--- src/rtl/plru_tree_sets_if.sv ---
// ---------------------------------------------------------------------------
// plru_tree_sets_if
//   Request/response bundle for the tree pseudo-LRU replacement engine.
//   The cache controller drives through the master modport. The PLRU engine
//   uses the slave modport.
//
//   acc_valid  : touch request (hit, or fill after a miss)
//   acc_set    : set being touched
//   acc_way    : way being touched
//   vic_req    : victim request
//   vic_set    : set the victim is wanted for
//   valid_mask : per-way line-valid bits of vic_set (bit i = way i)
//   lock_mask  : per-way lock bits of vic_set (1 = never choose this way)
//   vic_valid  : one-cycle pulse, the victim response is present
//   vic_way    : selected victim way (held until the next response)
//   vic_none   : qualifies vic_valid; every way was locked
// ---------------------------------------------------------------------------
interface plru_tree_sets_if #(
    parameter int WAYS = 8,
    parameter int SETS = 64
);
    localparam int WAY_W = $clog2(WAYS);
    localparam int SET_W = (SETS > 1) ? $clog2(SETS) : 1;

    logic             acc_valid;
    logic [SET_W-1:0] acc_set;
    logic [WAY_W-1:0] acc_way;
    logic             vic_req;
    logic [SET_W-1:0] vic_set;
    logic [WAYS-1:0]  valid_mask;
    logic [WAYS-1:0]  lock_mask;
    logic             vic_valid;
    logic [WAY_W-1:0] vic_way;
    logic             vic_none;

    modport master (
        output acc_valid, acc_set, acc_way,
        output vic_req, vic_set, valid_mask, lock_mask,
        input  vic_valid, vic_way, vic_none
    );

    modport slave (
        input  acc_valid, acc_set, acc_way,
        input  vic_req, vic_set, valid_mask, lock_mask,
        output vic_valid, vic_way, vic_none
    );
endinterface

--- src/rtl/plru_tree_sets.sv ---
// ---------------------------------------------------------------------------
// plru_tree_sets
//   Tree pseudo-LRU replacement engine. It holds one (WAYS-1)-bit tree per
//   set.
//   The tree is heap-ordered. Node 0 is the root, and the children of node n
//   are 2n+1 (lower half of the ways) and 2n+2 (upper half of the ways).
//   A node bit of 0 sends the victim walk to the lower half. A node bit of 1
//   sends it to the upper half.
//
//   The engine accepts one touch and one victim request per cycle. The
//   victim is chosen from the tree state before any touch in the same cycle.
//   The choice is registered, so the answer appears one cycle after vic_req.
//   The victim is chosen in this order:
//     1. the lowest-index way that is both invalid and unlocked;
//     2. the tree walk, steering around subtrees that are entirely locked;
//     3. vic_none=1 with vic_way=0 when every way is locked.
//   A victim lookup never changes the tree. The caller touches the way when
//   the fill happens.
//
// Ports
//   clk : clock
//   rst : synchronous, active-high reset. It clears all trees and the
//         response registers, and discards that cycle's requests.
//   bus : plru_tree_sets_if.slave (see the interface header)
// ---------------------------------------------------------------------------
module plru_tree_sets #(
    parameter int WAYS = 8,
    parameter int SETS = 64
) (
    input  logic               clk,
    input  logic               rst,
    plru_tree_sets_if.slave    bus
);
    localparam int WAY_W = $clog2(WAYS);
    localparam int SET_W = (SETS > 1) ? $clog2(SETS) : 1;
    localparam int NODES = WAYS - 1;
    // Make the array cover the whole index range. This only differs from
    // SETS when SETS == 1, where the set index is still one bit wide.
    localparam int DEPTH = 1 << SET_W;

    logic [NODES-1:0] tree_reg [DEPTH];

    logic [NODES-1:0] vic_tree;    // tree of vic_set, before any update
    logic [NODES-1:0] acc_tree;    // tree of acc_set, before any update
    logic [NODES-1:0] tree_next;   // acc_set tree after the touch
    logic [NODES-1:0] touch_mask;  // nodes on the root->acc_way path
    logic [NODES-1:0] touch_val;   // value those nodes take
    logic [NODES-1:0] dir_node;    // lock-aware walk direction per node (1 = upper)

    logic             vic_valid_reg;
    logic [WAY_W-1:0] vic_way_reg, vic_way_next;
    logic             vic_none_reg, vic_none_next;

    logic [WAYS-1:0]  free_ways;
    logic             free_hit;
    logic [WAY_W-1:0] free_way;
    logic [WAY_W-1:0] walk_way;

    assign vic_tree = tree_reg[bus.vic_set];
    assign acc_tree = tree_reg[bus.acc_set];

    // Per-node logic. Level gi has 2^gi nodes. Node gk of that level covers
    // the ways [gk*SPAN, (gk+1)*SPAN).
    for (genvar gi = 0; gi < WAY_W; gi++) begin : gen_level
        for (genvar gk = 0; gk < (1 << gi); gk++) begin : gen_node
            localparam int NODE = (1 << gi) - 1 + gk;
            localparam int SPAN = WAYS >> gi;
            localparam int HALF = SPAN / 2;
            localparam int LO   = gk * SPAN;

            logic lo_locked;
            logic hi_locked;
            logic on_path;

            assign lo_locked = &bus.lock_mask[LO +: HALF];
            assign hi_locked = &bus.lock_mask[LO + HALF +: HALF];

            // Follow the node bit, unless that child's subtree is fully
            // locked. Then take the sibling.
            assign dir_node[NODE] = vic_tree[NODE] ? ~hi_locked : lo_locked;

            if (gi == 0) begin : gen_root
                assign on_path = 1'b1;
            end else begin : gen_inner
                localparam logic [gi-1:0] IDX = gk;
                assign on_path = (bus.acc_way[WAY_W-1 -: gi] == IDX);
            end

            // Point away from the touched way. A touch in the lower half
            // sets the bit to 1; a touch in the upper half sets it to 0.
            assign touch_mask[NODE] = on_path;
            assign touch_val[NODE]  = ~bus.acc_way[WAY_W-1-gi];
        end
    end

    // Tree walk. Each level appends one way bit. That bit is taken from the
    // level's direction vector, indexed by the prefix chosen so far.
    for (genvar gi = 0; gi < WAY_W; gi++) begin : gen_walk
        logic [gi:0] path;
        if (gi == 0) begin : gen_first
            assign path = dir_node[0];
        end else begin : gen_next
            logic [(1<<gi)-1:0] lvl_dir;
            assign lvl_dir = dir_node[(1 << gi) - 1 +: (1 << gi)];
            assign path    = {gen_walk[gi-1].path, lvl_dir[gen_walk[gi-1].path]};
        end
    end
    assign walk_way = gen_walk[WAY_W-1].path;

    // Priority 1: the lowest-index way that is invalid and unlocked.
    always_comb begin
        free_ways = ~bus.valid_mask & ~bus.lock_mask;
        free_hit  = |free_ways;
        free_way  = '0;
        for (int i = WAYS - 1; i >= 0; i--) begin
            if (free_ways[i]) begin
                free_way = WAY_W'(i);
            end
        end
    end

    always_comb begin
        vic_none_next = &bus.lock_mask;
        vic_way_next  = walk_way;
        if (vic_none_next) begin
            vic_way_next = '0;
        end else if (free_hit) begin
            vic_way_next = free_way;
        end
    end

    assign tree_next = (acc_tree & ~touch_mask) | (touch_val & touch_mask);

    always_ff @(posedge clk) begin
        if (rst) begin
            for (int i = 0; i < DEPTH; i++) begin
                tree_reg[i] <= '0;
            end
            vic_valid_reg <= 1'b0;
            vic_way_reg   <= '0;
            vic_none_reg  <= 1'b0;
        end else begin
            if (bus.acc_valid) begin
                tree_reg[bus.acc_set] <= tree_next;
            end
            vic_valid_reg <= bus.vic_req;
            if (bus.vic_req) begin
                vic_way_reg  <= vic_way_next;
                vic_none_reg <= vic_none_next;
            end
        end
    end

    assign bus.vic_valid = vic_valid_reg;
    assign bus.vic_way   = vic_way_reg;
    assign bus.vic_none  = vic_none_reg;
endmodule

--- src/flat_wrapper.sv ---
// flat-port wrapper written by rule: the top's interface ports become plain ports
module plru_tree_sets_flat 
#(
    parameter int WAYS = 8,
    parameter int SETS = 64
)
  (clk, rst, bus_acc_valid, bus_acc_set, bus_acc_way, bus_vic_req, bus_vic_set, bus_valid_mask, bus_lock_mask, bus_vic_valid, bus_vic_way, bus_vic_none);
  plru_tree_sets_if #(.WAYS(WAYS), .SETS(SETS)) bus_i ();
  input  logic clk;
  input  logic rst;
  input wire logic [$bits(bus_i.acc_valid)-1:0] bus_acc_valid;
  input wire logic [$bits(bus_i.acc_set)-1:0] bus_acc_set;
  input wire logic [$bits(bus_i.acc_way)-1:0] bus_acc_way;
  input wire logic [$bits(bus_i.vic_req)-1:0] bus_vic_req;
  input wire logic [$bits(bus_i.vic_set)-1:0] bus_vic_set;
  input wire logic [$bits(bus_i.valid_mask)-1:0] bus_valid_mask;
  input wire logic [$bits(bus_i.lock_mask)-1:0] bus_lock_mask;
  output wire logic [$bits(bus_i.vic_valid)-1:0] bus_vic_valid;
  output wire logic [$bits(bus_i.vic_way)-1:0] bus_vic_way;
  output wire logic [$bits(bus_i.vic_none)-1:0] bus_vic_none;
  assign bus_i.acc_valid = bus_acc_valid;
  assign bus_i.acc_set = bus_acc_set;
  assign bus_i.acc_way = bus_acc_way;
  assign bus_i.vic_req = bus_vic_req;
  assign bus_i.vic_set = bus_vic_set;
  assign bus_i.valid_mask = bus_valid_mask;
  assign bus_i.lock_mask = bus_lock_mask;
  assign bus_vic_valid = bus_i.vic_valid;
  assign bus_vic_way = bus_i.vic_way;
  assign bus_vic_none = bus_i.vic_none;
  plru_tree_sets #(.WAYS(WAYS), .SETS(SETS)) u_core (.clk(clk), .rst(rst), .bus(bus_i));
endmodule
--- config.mk ---
export PLATFORM = sky130hd
export DESIGN_NAME = plru_tree_sets_flat
export DESIGN_NICKNAME = d
export VERILOG_FILES = /design/src/rtl/plru_tree_sets_if.sv /design/src/rtl/plru_tree_sets.sv /design/src/flat_wrapper.sv
export SDC_FILE = /design/constraint.sdc
export NUM_CORES = 1
export LEC_CHECK = 0
export ABC_AREA = 0
export BUFFER_PORTS_ARGS = -buffer_cell sky130_fd_sc_hd__buf_4
export CORE_MARGIN = 1
export CORE_UTILIZATION = 35
export CTS_CLUSTER_DIAMETER = 80
export CTS_CLUSTER_SIZE = 30
export DETAILED_ROUTE_END_ITERATION = 8
export PLACE_DENSITY_LB_ADDON = 0.3
export SYNTH_ARGS = -nofsm -noshare
export SYNTH_HDL_FRONTEND = slang
export SYNTH_SLANG_ARGS = --single-unit
--- constraint.sdc ---
create_clock -name clk -period 3.5 [get_ports clk]
set_clock_uncertainty 0.15 [all_clocks]
set_input_delay 0.35 -clock clk [delete_from_list [all_inputs] [get_ports clk]]
set_output_delay 0.35 -clock clk [all_outputs]
set_load 0.02 [all_outputs]
Word-level counts from Yosys, hierarchy flattened. Memory sizes are Yosys's and may differ from the RTL's. Cells that the tools add are included.

Output and inout port bits: 5. Flip-flop bits (word level): 5. Logic and storage cells: 65. Input port bits: 35. Bits in writable memories: 448. Memories kept: 1.

Muxes and demuxes: 29. Magnitude comparators: 2. Equal/unequal tests: 3. Bitwise operators: 17. Reduce and logical (&&, ||, !) cells: 10.

Memories: u_core.tree_reg (words 64, bits a word 7, read ports 2, clocked after memory_dff 0, wr ports 64, line plru_tree_sets.sv:41) `logic [NODES-1:0] tree_reg [DEPTH];`.

Operator list (count): $mux 3 (10); $mux 1 (16); $not 8->8 (2); $and 7x7->7 (2); $not 1->1 (10); $and 8x8->8 (1); $reduce_and 2->1 (4); $reduce_and 4->1 (2); $reduce_and 8->1 (1); $reduce_or 8->1 (1); $mux 7 (1); $not 7->7 (1); $or 7x7->7 (1); $reduce_or 7->1 (1); $mux 6 (1); $eq 2x2->1 const B (2); $lt 2x3->1 const B (1); $bmux 1 s2 (1); $eq 2x1->1 const B (1); $logic_not 2->1 (1); $lt 1x2->1 const B (1).

Longest topological paths before layout.
Word-level depth: 12. Gate-level depth with buffers: 13. Gate-level depth less buffers: 8.

Worst setup path before layout. Ideal clock, no wire load.

Path kind: input to register. Start point: input bus_acc_set[2]. End point: memory u_core.tree_reg[32][0] in the netlist's numbering, enable pin. Buffers on the path: 5. Slack: 0.502 ns. Data arrival time: 2.520 ns. Setup time: 0.328 ns. Stages on the path: 9. Required time: 3.022 ns. Cell sequence: buf_2 > buf_2 > nor3_1 > clkbuf_1 > clkbuf_1 > clkbuf_1 > nor2b_1 > nand2_1 > nand2b_1.

RTL lines: start, declared (line flat_wrapper.sv:12) `input wire logic [$bits(bus_i.acc_set)-1:0] bus_acc_set;`; end, declared (line plru_tree_sets.sv:41).

==> results.tsv <==
metric	value	unit
p_comb_share	14.3	%
syn_inst	1834	
hp-class	primary input to flip-flop	
power_density	438	nW/µm²
end_kind	flip-flop	
ys_types	76	
async_reset_ff_share	0	%
grt_usage	23.9	%
critical_path_class	primary input to flip-flop	
die_y	259	µm
cts_made_buffers	25	
met3_length	9.79	mm
grt_pass1_wl	118	mm
path_cells	buf_4 -> and3b_2 -> a22oi_1 -> nand4_1 -> mux4_2 -> a22oi_1 -> o21ai_1 -> o21ai_4 -> buf_12 -> nor2_1	
top_layer_used	met5	
cts.sinks	453	
max_freq	316	MHz
routed_wl	80.4	mm
yosys_warnings	0	
seqPwrFrac	54.9	%
largest_reg_flops	448	
arrival	3.36	ns
cp_num_buf_inv	2	
post-route-period-util	90.4	%
required	3.69	ns
ir_drop	0.000457	V
synthFlopType	edfxtp_1	
place_ws	-0.143	ns
overflow	0	
max-slew-margin-rel	25.2	%
drive_gt1_share	18.5	%
p_leak	9.09	nW
synth_top_area_share	58.3	%
io_buffers	39	
gp_congestion	0.977	
htreeDepth	1	
post_cts_buffers	0	
clock_path_buffers	3	
via_per_inst	6.23	
cts.reportedPaths.clkPinSlew	0.10	ns
initial_core_util	35.6	%
hold_violations	0	
ys_ff_latch	453	
cp_max_fo	40	
syn2layout_area_growth	13.4	%
wl_per_cell	28.9	µm
drc	0	
clock_latency	0.61	ns
cap_violations	0	
dp.cells	2737	
grt_max_degree	72	
rows	93	
core_area	64800	µm²
cts_tree	built	
fin_nets	1945	
mostFrequentLayoutCells	nor2_1, edfxtp_1, a22oi_1	
syn-cell-area	23100	µm²
ant_nets	0	
pin_count	40	
post-route-min-period	3.17	ns
stdcell_count	2783	
antenna_found_initial	3	
rsz0062_at_grt	no	
drv_slew	0	
wl_met2	36.2	mm
synth_edf_count	448	
critPathTopFamily	compound AO/OA/AOI/OAI gates	
final_common_cell	nor2_1	
setup_violations	0	
die_area	66900	µm²
vias	17300	
die_width	259	µm
avgSynthCellArea	12.6	µm²
crit_slowest_cell	mux4_2	
power_frac_clock	30.9	%
met1_length	31.4	mm
synth_top_area_cell	edfxtp_1	
drt-initial-drc-count	2842	
p_sw	0.00322	W
yosysSeqAreaShare	58.8	%
grt_pass1_vias	16800	
status	finished clean	
ctsRootBufferMaster	clkbuf_16	
yosys-top-cells-area	edfxtp_1, mux4_2, nor2_1	
rrSetupSlack	0.38	ns
antenna_cells	0	
layout_setup_ws	0.335	ns
p_sw_share	28.1	%
fill_cells	6064	
internal_power	0.00824	W
hpwlAfterDp	57.2	mm
worst_pin_slew	1.12	ns
worstSetupStartpointType	primary input	
cpPeakStageDelay	0.53	ns
drtPass1Iterations	6	
postSynthNetCount	1869	
crit_top_cell	a22oi_1	
[power groups by stage]
stage / clock, W / combinational (W) / sequential, W
2_1_floorplan: 0 / 0.000899 / 0.00633
5_1_grt: 0.00374 / 0.00169 / 0.00630
4_1_cts: 0.00358 / 0.00160 / 0.00628
3_3_place_gp: 0 / 0.00158 / 0.00639
3_5_place_dp: 0 / 0.00159 / 0.00640
6_report: 0.00354 / 0.00163 / 0.00628
[metrics by stage]
| step | hold slack (ns) | instance area [µm²] | total power (W) | TNS, ns | util, % |
|---|---|---|---|---|---|
| CTS | 0.0240 | 26200 | 0.0115 | 0 | 40.4 |
| detailed placement | 0.321 | 25300 | 0.00799 | -6.49 | 39.0 |
| floorplan | 0.328 | 23100 | 0.00723 | 0 | - |
| global placement | 0.321 | 25300 | 0.00797 | -6.74 | 39.0 |
| global route | 0.0500 | 26200 | 0.0117 | 0 | 40.4 |
| finish | 0.0403 | 26200 | 0.0115 | 0 | 40.4 |
[worst register-to-register path: stages, from the launching register on]
cell,delay (ns)
edfxtp_1,0.47
mux4_2,0.35
nand2_1,0.08
a32o_1,0.28
nor3_1,0.76
nor3_1,0.08
or4b_1,0.50
a211o_1,0.32
o211ai_2,0.06
[kinds of logic (layout without fill, tap and decap cells)]
kind of cell | Yosys count | after routing | synth area share [%]
simple gates | 757 | 757 | 14.5
mux | 153 | 153 | 13.0
compound gates | 314 | 314 | 10.3
flops | 453 | 453 | 58.8
buf+inv | 157 | 251 | 3.51
[cell type report]
type	instances	area, µm²	area share (%)
Clock buffer	25	626	2.39
Tap cell	855	1070	4.09
Inverter	9	33.8	0.129
Multi-Input combinational cell	1224	8760	33.5
Timing Repair Buffer	197	1860	7.11
Sequential cell	453	13600	51.8
Clock inverter	20	251	0.962
[final timing paths]
path,depth (start not counted),from,endpoint
worst max-delay path,10,bus_acc_set[1],u_core.tree_reg[7][6]$_SDFFCE_PN0P_
worst min-delay path,5,bus_valid_mask[3],u_core.bus.vic_way[1]$_SDFFE_PP0P_
worst max register to register,8,u_core.tree_reg[44][4]$_SDFFCE_PN0P_,u_core.bus.vic_way[0]$_SDFFE_PP0P_
worst min register to register,2,u_core.bus.vic_none$_SDFFE_PP0P_,u_core.bus.vic_none$_SDFFE_PP0P_
[synthesized netlist by cell type, types with 3 or more instances]
master,count
a211oi_1,8
a21boi_0,4
a21oi_1,17
a221oi_1,16
a22o_1,17
a22oi_1,179
a31oi_1,6
and2_1,3
and3b_1,4
and4_1,6
buf_1,10
buf_12,4
buf_2,68
buf_4,3
buf_6,7
clkbuf_1,55
dfxtp_1,5
edfxtp_1,448
inv_1,7
mux2_2,6
mux2i_1,37
mux4_1,22
mux4_2,87
nand2_1,93
nand2b_1,77
nand3_1,10
nand3b_1,4
nand4_1,31
nor2_1,477
nor2b_1,17
nor3_1,16
nor4_1,3
o211ai_1,6
o21ai_0,15
o21ai_2,3
o21bai_1,3
o22ai_1,6
[timing repair]
action                                 4_1_cts  5_1_grt
resized for setup                            0        0
endpoints found under the hold margin        4        0
hold buffers                                 1        0
[per-layer routing]
layer / vias up / track usage (%)
li1: 7163 / -
met1: 8738 / 32.5
met2: 1244 / 37.1
met3: 199 / 6.27
met4: 4 / 7.86
met5: - / 0
(Power assumes the default switching activity.)
